File: src/rtl/multi_receiver_aggregator_pkg.sv
// multi_receiver_aggregator_pkg: default sizes, buffer entry layout {ch_id, data, ts} and channel-id width helper
package multi_receiver_aggregator_pkg;
   localparam int DEF_N_CH = 4;
   localparam int DEF_DATA_W = 17;
   localparam int DEF_TS_W = 24;
   function automatic int ch_width(input int n);
      return (n > 1) ? $clog2(n) : 1;
   endfunction
   localparam int CH_W = ch_width(DEF_N_CH);
   localparam int ENTRY_W = CH_W + DEF_DATA_W + DEF_TS_W;
   localparam int TS_LSB = 0;
   localparam int DATA_LSB = DEF_TS_W;
   localparam int CH_LSB = DEF_TS_W + DEF_DATA_W;
endpackage

File: src/rtl/multi_receiver_aggregator_rr_arbiter.sv
// rr_arbiter: rotating-priority arbiter
//   clk, reset : clock and synchronous active-high reset
//   req        : request vector
//   advance    : a grant was consumed this cycle, move priority past the winner
//   grant, idx : one-hot grant and binary index of the winner
//   any        : at least one request present
module rr_arbiter
   import multi_receiver_aggregator_pkg::*;
#(
   parameter int N = 4,
   parameter int W = ch_width(N)
) (
   input logic clk,
   input logic reset,
   input logic [N-1:0] req,
   input logic advance,
   output logic [N-1:0] grant,
   output logic [W-1:0] idx,
   output logic any
);
   logic [W-1:0] ptr;
   assign any = |req;
   // first pass picks the lowest request (wrap-around case), second overrides with the lowest at/after ptr
   always_comb begin
      idx = '0;
      for (int k = N - 1; k >= 0; k--) if (req[k]) idx = W'(k);
      for (int k = N - 1; k >= 0; k--) if (req[k] && k >= int'(ptr)) idx = W'(k);
   end
   always_comb begin
      grant = '0;
      for (int k = 0; k < N; k++) grant[k] = any && idx == W'(k);
   end
   always_ff @(posedge clk) begin
      if (reset) ptr <= '0;
      else if (advance && any) ptr <= (idx == W'(N - 1)) ? '0 : idx + W'(1);
   end
endmodule

File: src/rtl/multi_receiver_aggregator.sv
// multi_receiver_aggregator: merges per-channel decoded words into one tagged circular buffer
//   clk_96MHz, reset          : clock and synchronous active-high reset
//   decoded_data, ts_last_data: per-channel word and capture timestamp
//   data_availible            : per-channel word-valid level, held until acknowledged
//   reset_bmc_decoder         : one-cycle acknowledge per channel
//   block_wanted_number       : read index, 0 = oldest
//   block_wanted, data_ready  : registered {ch_id, data, ts} and its validity
//   pop                       : drop oldest entry
//   avl_blocks_nb             : entries stored
//   overflow                  : sticky, channel re-asserted while its holding slot was full
//   channel_alive, state_led  : watchdog status per channel and their OR
module multi_receiver_aggregator
   import multi_receiver_aggregator_pkg::*;
#(
   parameter int N_CH = DEF_N_CH,
   parameter int DATA_W = DEF_DATA_W,
   parameter int TS_W = DEF_TS_W,
   parameter int DEPTH = 32,
   parameter int TIMEOUT = 9600000,
   localparam int CW = ch_width(N_CH),
   localparam int AW = $clog2(DEPTH),
   localparam int EW = CW + DATA_W + TS_W
) (
   input logic clk_96MHz,
   input logic reset,
   input logic [N_CH*DATA_W-1:0] decoded_data,
   input logic [N_CH*TS_W-1:0] ts_last_data,
   input logic [N_CH-1:0] data_availible,
   output logic [N_CH-1:0] reset_bmc_decoder,
   input logic [AW-1:0] block_wanted_number,
   output logic [EW-1:0] block_wanted,
   output logic data_ready,
   input logic pop,
   output logic [AW:0] avl_blocks_nb,
   output logic [N_CH-1:0] overflow,
   output logic [N_CH-1:0] channel_alive,
   output logic state_led
);
   localparam int WDW = $clog2(TIMEOUT + 1);
   logic [N_CH-1:0] prev, pend, held, rise, cap, grant;
   logic [DATA_W-1:0] slot_d [N_CH];
   logic [TS_W-1:0] slot_t [N_CH];
   logic [WDW-1:0] wd [N_CH];
   logic [EW-1:0] mem [DEPTH];
   logic [AW-1:0] wr_ptr, rd_ptr;
   logic [CW-1:0] win;
   logic any, room, do_pop, do_wr, in_range;
   assign room = avl_blocks_nb < (AW+1)'(DEPTH);
   assign do_pop = pop && avl_blocks_nb != '0;
   assign do_wr = any && (room || do_pop);
   assign rise = data_availible & ~prev;
   // a word is only taken (and acked) when the buffer can accept it; otherwise it stays pending
   // at the decoder and its still-held level is re-sampled once room appears
   assign cap = data_availible & (rise | pend) & ~held & {N_CH{room || do_pop}};
   assign in_range = {1'b0, block_wanted_number} < avl_blocks_nb;
   assign state_led = |channel_alive;
   rr_arbiter #(.N(N_CH), .W(CW)) u_arb (
      .clk(clk_96MHz),
      .reset(reset),
      .req(held),
      .advance(do_wr),
      .grant(grant),
      .idx(win),
      .any(any)
   );
   always_ff @(posedge clk_96MHz) if (do_wr) mem[wr_ptr] <= {win, slot_d[win], slot_t[win]};
   always_ff @(posedge clk_96MHz) begin
      for (int i = 0; i < N_CH; i++) begin
         if (cap[i]) begin
            slot_d[i] <= decoded_data[i*DATA_W +: DATA_W];
            slot_t[i] <= ts_last_data[i*TS_W +: TS_W];
         end
      end
   end
   always_ff @(posedge clk_96MHz) begin
      if (reset) begin
         prev <= '0;
         pend <= '0;
         held <= '0;
         reset_bmc_decoder <= '0;
         overflow <= '0;
         channel_alive <= '0;
         wr_ptr <= '0;
         rd_ptr <= '0;
         avl_blocks_nb <= '0;
         block_wanted <= '0;
         data_ready <= 1'b0;
         for (int i = 0; i < N_CH; i++) wd[i] <= '0;
      end else begin
         prev <= data_availible;
         pend <= (pend | rise) & ~cap & data_availible;
         held <= (held & ~(grant & {N_CH{do_wr}})) | cap;
         reset_bmc_decoder <= cap;
         overflow <= overflow | (rise & held);
         wr_ptr <= wr_ptr + AW'(do_wr);
         rd_ptr <= rd_ptr + AW'(do_pop);
         avl_blocks_nb <= avl_blocks_nb + (AW+1)'(do_wr) - (AW+1)'(do_pop);
         data_ready <= in_range;
         block_wanted <= in_range ? mem[rd_ptr + block_wanted_number] : '0;
         for (int i = 0; i < N_CH; i++) begin
            if (cap[i]) begin
               wd[i] <= '0;
               channel_alive[i] <= 1'b1;
            end else begin
               if (wd[i] != WDW'(TIMEOUT)) wd[i] <= wd[i] + WDW'(1);
               if (wd[i] == WDW'(TIMEOUT - 1)) channel_alive[i] <= 1'b0;
            end
         end
      end
   end
endmodule

File: config.mk
export PLATFORM = sky130hd
export DESIGN_NAME = multi_receiver_aggregator
export DESIGN_NICKNAME = d
export VERILOG_FILES = /design/src/rtl/multi_receiver_aggregator_pkg.sv /design/src/rtl/multi_receiver_aggregator_rr_arbiter.sv /design/src/rtl/multi_receiver_aggregator.sv
export SDC_FILE = /design/constraint.sdc
export NUM_CORES = 2
export LEC_CHECK = 0
export BUFFER_PORTS_ARGS = -buffer_cell sky130_fd_sc_hd__buf_2
export CAP_MARGIN = 0
export CORE_MARGIN = 2
export CORE_UTILIZATION = 30
export DETAILED_ROUTE_END_ITERATION = 10
export PLACE_DENSITY = 0.51
export SETUP_SLACK_MARGIN = 0.02
export SYNTH_ARGS = -nofsm -noshare
export SYNTH_HDL_FRONTEND = slang
export SYNTH_SLANG_ARGS = --single-unit
File: constraint.sdc
create_clock -name clk_96MHz -period 4.4 [get_ports clk_96MHz]
set_input_delay 0.66 -clock clk_96MHz [delete_from_list [all_inputs] [get_ports clk_96MHz]]
set_output_delay 0.66 -clock clk_96MHz [all_outputs]
set_load 0.02 [all_outputs]
### Word level (Yosys, flattened, before mapping)

Memory sizes are Yosys's and may differ from the RTL's. A register that Yosys moved wholly into a read port is not among the register bits.
Index checks and enable logic that the tools add are counted.

* add/subtract/negate cells: 10
* order comparisons: 5
* equality and inequality tests: 11
* multiplexer cells: 60
* bitwise gates (word level): 25
* reductions and logical operators: 20

Operator list (number)
* $mux W24: 8
* $add A24 B1 Y24 const B: 4
* $eq A24 B24 Y1 const B: 4
* $ne A24 B24 Y1 const B: 4
* $mux W1: 44
* $and A4 B4 Y4: 9
* $mux W2: 8
* $not A4 Y4: 4
* $or A4 B4 Y4: 3
* $add A5 B1 Y5: 2
* $logic_and A1 B1 Y1: 10
* $or A1 B1 Y1: 8
* $reduce_bool A2 Y1: 4
* $reduce_or A4 Y1: 2
* $add A6 B1 Y6: 1
* $lt A5 B6 Y1: 1
* $lt A6 B6 Y1 const B: 1
* $reduce_bool A6 Y1: 1
* $sub A6 B1 Y6: 1
* $add A5 B5 Y5: 1
* $eq A2 B2 Y1 const B: 2
* $ge A1 B2 Y1 const A: 2
* $add A2 B1 Y2 const B: 1
* $eq A2 B1 Y1 const B: 1
* other kinds (5): 5

* flip-flop bits (word level): 43
* memory bits (writable): 1636
* bits of input ports: 176
* output and inout port bits: 63
* word-level logic and storage cells: 149
* memories kept: 4

Memory list
* mem: depth 32, bits a word 43, rd ports 1, clocked after Yosys merged registers in 1, wr ports 1, line multi_receiver_aggregator.sv:44 `logic [EW-1:0] mem [DEPTH];`
* slot_t: depth 4, bits a word 24, rd ports 1, clocked after Yosys merged registers in 0, wr ports 4, line multi_receiver_aggregator.sv:42 `logic [TS_W-1:0] slot_t [N_CH];`
* wd: depth 4, bits a word 24, rd ports 4, clocked after Yosys merged registers in 0, wr ports 4, line multi_receiver_aggregator.sv:43 `logic [WDW-1:0] wd [N_CH];`
* slot_d: depth 4, bits a word 17, rd ports 1, clocked after Yosys merged registers in 0, wr ports 4, line multi_receiver_aggregator.sv:41 `logic [DATA_W-1:0] slot_d [N_CH];`

### Depth between registers and ports, before layout

* word-level depth: 13
* mapped depth: 15
* depth with buffers taken out: 15

### Modules after synthesis

Synthesis repeated with hierarchy kept, for this count alone.

* cells, all modules: 3520
* area, all modules: 68259.2 um2

By module, submodules not included
* multi_receiver_aggregator: times used 1, cells each 3489, area an instance 68000.2 um2, seq. area each 50808.7 um2
* rr_arbiter: times used 1, cells each 31, area an instance 259.0 um2, seq. area each 40.0 um2

### Worst setup path before layout

No wires, ideal clock.

* path type: flip-flop to flip-flop
* from: register avl_blocks_nb[5]
* to: memory mem[28][0] (netlist bit) (enable)
* data arrival time: 3.479 ns
* required time: 3.956 ns
* path slack: 0.478 ns
* stages on the path, launching flop included: 9
* path buffers: 1
* clock period less this slack: 3.922 ns
* path through: dfxtp_1 inv_1 ha_1 nand4bb_4 a21oi_4 a21o_1 or3_1 clkbuf_1 nor2_1

* cells in the longest elaborated chain, start to end: 6

RTL lines
* start, declared: line multi_receiver_aggregator.sv:34 `output logic [AW:0] avl_blocks_nb,`
* start signal, assigned: line multi_receiver_aggregator.sv:97 `avl_blocks_nb <= avl_blocks_nb + (AW+1)'(do_wr) - (AW+1)'(do_pop);`
* branches (longest 2 deep; another with $lt A6 B6 Y1)
* $logic_or A1 B1 Y1 (*): line multi_receiver_aggregator.sv:50 `assign do_wr = any && (room || do_pop);`
* $logic_and A1 B1 Y1 (*): line multi_receiver_aggregator.sv:50
* $mux W1 (*): line multi_receiver_aggregator.sv:66 `always_ff @(posedge clk_96MHz) if (do_wr) mem[wr_ptr] <= {win, slot_d[win], slot_t[win]};`
* $mux W1 (not written as such) (*): line multi_receiver_aggregator.sv:66
* end, declared: line multi_receiver_aggregator.sv:44

Mark *: on every way between the ends.

### Worst setup path in the final report

* from: register avl_blocks_nb[5]
* to: memory mem[12][16] (netlist bit) (enable)

Same word-level chain as after synthesis.

==> impl_metrics.json <==
{
  "start_util_pct": 30.2,
  "rr_worst_depth": 8,
  "pwr-share-comb_pct": 24.8,
  "min_path_cells": 1,
  "cp.arrival_ns": 3.77,
  "grt_pass1_wl_mm": 269,
  "die_area_sq_um": 233000,
  "grt_max_degree": 86,
  "sw_frac_of_total_pct": 28.9,
  "grt_antenna_before_repair": 7,
  "die_h_um": 483,
  "setup_slack_ns": 1.13,
  "synth_ff_type": "edfxtp_1",
  "min_period_ns": 3.27,
  "skew_ns": 0.0304,
  "period_share_pct": 74.4,
  "routed_wl_mm": 188,
  "routabilityCongestion": 0.731,
  "ys_warn_count": 0,
  "setup_viol": 0,
  "cp_max_fo": 11,
  "clock_path_buffers": 3,
  "wl_per_cell_um": 25.8,
  "drt_iter0_drc": 3155,
  "drc": 0,
  "synth_area_per_cell_sq_um": 19.1,
  "hold_end": "slot_d[3][0]$_DFFE_PP_",
  "rows": 175,
  "dp_hpwl_mm": 101,
  "grt-ovfl-total": 0,
  "path_cells": "inv_1 > ha_1 > nand4bb_4 > a21oi_4 > a21o_1 > or3_1 > nor2_4 > buf_4",
  "grt_pass1_vias": 38000,
  "crit_required_ns": 4.90,
  "rrSetupSlack_ns": 1.13,
  "status": "finished clean",
  "ioPinCount": 239,
  "slew_headroom_pct": 19.9,
  "ir_worst_vdd_uv": 432,
  "min_path_type": "primary input to register",
  "p_leak_nw": 27.4,
  "internal_power_mw": 34.6,
  "rsz0062_at_grt": "false",
  "p_clk_share_pct": 31.1,
  "die_w_um": 483,
  "slew_violations": 0,
  "max_freq_ghz": 0.305,
  "r2r-end": "mem[12][16]$_DFFE_PP_",
  "drv_cap": 0,
  "ctsHtreeMaxLevel": 4,
  "vias": 36500,
  "synth_cells": 3602,
  "tightest_slew_ns": 1.20,
  "powerDensity_nw_per_um2": 587,
  "reg2reg_from": "avl_blocks_nb[5]$_SDFF_PP0_",
  "crit_type": "register to register",
  "synth_nets": 3812,
  "clock_sinks": 1722,
  "fin_area_sq_um": 82800,
  "max_stage_delay_ns": 0.73,
  "grt_usage_pct": 16.0,
  "synth-edff-count": 1636,
  "synth_area_sq_um": 68800,
  "final.setup.tns_ns": 0,
  "drive_above_1_share_pct": 26.2,
  "slowest_stage": "nor2_4",
  "dp.cells": 6794,
  "clock_latency_ns": 0.82,
  "final_cells": 7294,
  "power.net_switching_mw": 14.0,
  "yosysUniqueCellTypes": 63,
  "critical_path.endpoint_type": "register",
  "area_growth_pct": 20.4,
  "cts_root_buf": "clkbuf_16",
  "power_frac_seq_pct": 44.1,
  "clkTransAtPathRegs_ns": 0.06,
  "place_ws_ns": 0.741,
  "cts_buffers": 180,
  "cts_tree": "yes",
  "hold_viol_final": 0,
  "vias_per_cell": 5.00,
  "dr.pass1.iters": 5,
  "min_from": "decoded_data[51]",
  "drt.antenna.violating_nets": 0,
  "fin_nets": 4340,
  "core-area_sq_um": 228000,
  "ys_seq_elements": 1722,
  "synthArstFlopShare_pct": 0,
  "port_buffers": 238,
  "place_area_sq_um": 75300,
  "ys_seq_area_share_pct": 73.9,
  "start_kind": "register"
}
==> cells by family after synthesis <==
family                     synth area share, %
xor gates and xnor gates                  1.30
adders and majority gates                0.640
buffers and inverters                     1.88
and+or+nand+nor                           4.91
AOI/OAI and AO/OA                         4.31
muxes                                     13.1
DFF                                       73.9
==> critical path: cells and delay by family, from the launching register on <==
family,cells,cell delay [ns]
adders and majority gates,1,0.23
buffers and inverters,2,0.43
DFF,1,0.41
and+or+nand+nor,3,1.50
AOI/OAI and AO/OA,2,0.34
==> placed cells by master (no fill, tap or decap), types with 14 or more instances in the layout <==
master and count:
o211ai_1 164, buf_4 107, buf_12 68, nor2_4 42, a21boi_0 172, edfxtp_1 1636, inv_1 41, clkinv_2 18
a21oi_1 14, mux2i_2 38, ha_1 31, nand3_1 42, nand2_1 36, xor2_1 45, clkbuf_1 59, nor3_1 25
clkinv_1 30, nand4_1 63, nor2_1 136, and3_1 186, mux4_2 344, mux2i_1 83, clkbuf_16 186, dlygate4sd3_1 163
xnor2_1 55, buf_2 238, clkbuf_8 14, dfxtp_1 86
==> registers in the layout, summed over array words and instances, names as in the netlist, 5 cells and up <==
signal         flops
slot_t            96
avl_blocks_nb      6
mem             1376
slot_d            68
wr_ptr             5
wd                96
rd_ptr             5
block_wanted      43
==> routing by layer <==
metal	part of all wire (%)	track usage (%)
met5	0	0
met4	2.0	3.90
met3	5.3	2.73
met2	48	26.0
met1	45	22.3
==> power by group through the flow <==
| stage | Combinational (mW) | Sequential [mW] | Clock (mW) |
|---|---|---|---|
| 3_5_place_dp | 12.1 | 21.8 | 0 |
| 6_report | 12.0 | 21.4 | 15.1 |
| 2_1_floorplan | 7.35 | 21.9 | 0 |
| 4_1_cts | 12.2 | 21.5 | 15.5 |
| 3_3_place_gp | 12.0 | 21.8 | 0 |
| 5_1_grt | 13.0 | 21.5 | 16.1 |
==> final cells by class <==
| class | count | area, sq um |
|---|---|---|
| diodes | 2 | 5.00 |
| well taps | 3009 | 3760 |
| clock inverters | 76 | 795 |
| inverters | 45 | 169 |
| flip-flops and latches | 1722 | 50800 |
| clock buffers | 259 | 5070 |
| multi-input cells | 1605 | 17200 |
| fillers | 21100 | 145000 |
| repair buffers | 576 | 4990 |
==> cell usage after synthesis, types with 3 or more instances <==
master,n,area [sq um]
a21boi_0,172,1290
a21o_1,7,52.6
a21oi_1,15,75.1
a31oi_1,4,25.0
and2_1,5,31.3
and3_1,186,1160
and4_1,8,70.1
buf_1,10,37.5
buf_2,66,330
buf_4,10,75.1
buf_6,17,191
clkbuf_1,125,469
dfxtp_1,86,1720
edfxtp_1,1636,49100
ha_1,32,400
inv_1,41,154
inv_2,4,15.0
mux2i_1,124,1240
mux4_2,344,7750
nand2_1,36,135
nand3_1,42,210
nand3b_1,5,37.5
nand4_1,63,394
nand4b_1,3,26.3
nor2_1,168,631
nor2_4,10,113
nor2b_1,11,68.8
nor3_1,25,125
nor4_1,11,68.8
nor4b_1,4,35.0
nor4bb_1,3,30.0
o211ai_1,164,1230
o211ai_2,9,113
o21ai_0,6,30.0
o21bai_1,3,22.5
or3_1,8,50.1
or3_2,3,22.5
or4_1,3,22.5
xnor2_1,56,490
xor2_1,46,403
==> per-stage QoR <==
step                      power, mW  utilization (%)  hold slack [ns]
final                          48.6             36.4           0.0756
after global routing           50.6             36.4           0.0114
after CTS                      49.2             36.4          0.00610
after detailed placement       33.9             33.1            0.455
after global placement         33.8             33.1            0.453
after floorplan                29.3                -            0.500
==> timing repair <==
| action | in CTS | in global routing |
|---|---|---|
| hold buffers | 163 | 0 |
| resized for setup | 0 | 0 |
| setup endpoints to repair | 0 | 0 |
| endpoints found under the hold margin | 163 | 0 |
| setup buffers | 0 | 0 |
==> worst max-delay path by stage <==
stage | end | start | slack [ns]
floorplan | mem[28][0]$_DFFE_PP_ | avl_blocks_nb[5]$_SDFF_PP0_ | 0.48
global route | mem[20][33]$_DFFE_PP_ | avl_blocks_nb[5]$_SDFF_PP0_ | 0.98
detailed placement | block_wanted[20]$_SDFF_PP0_ | block_wanted_number[0] | 0.74
CTS | mem[12][18]$_DFFE_PP_ | avl_blocks_nb[5]$_SDFF_PP0_ | 1.05
finish | mem[12][16]$_DFFE_PP_ | avl_blocks_nb[5]$_SDFF_PP0_ | 1.13
global placement | block_wanted[20]$_SDFF_PP0_ | block_wanted_number[0] | 0.73
Power figures use the tool's default switching activity.
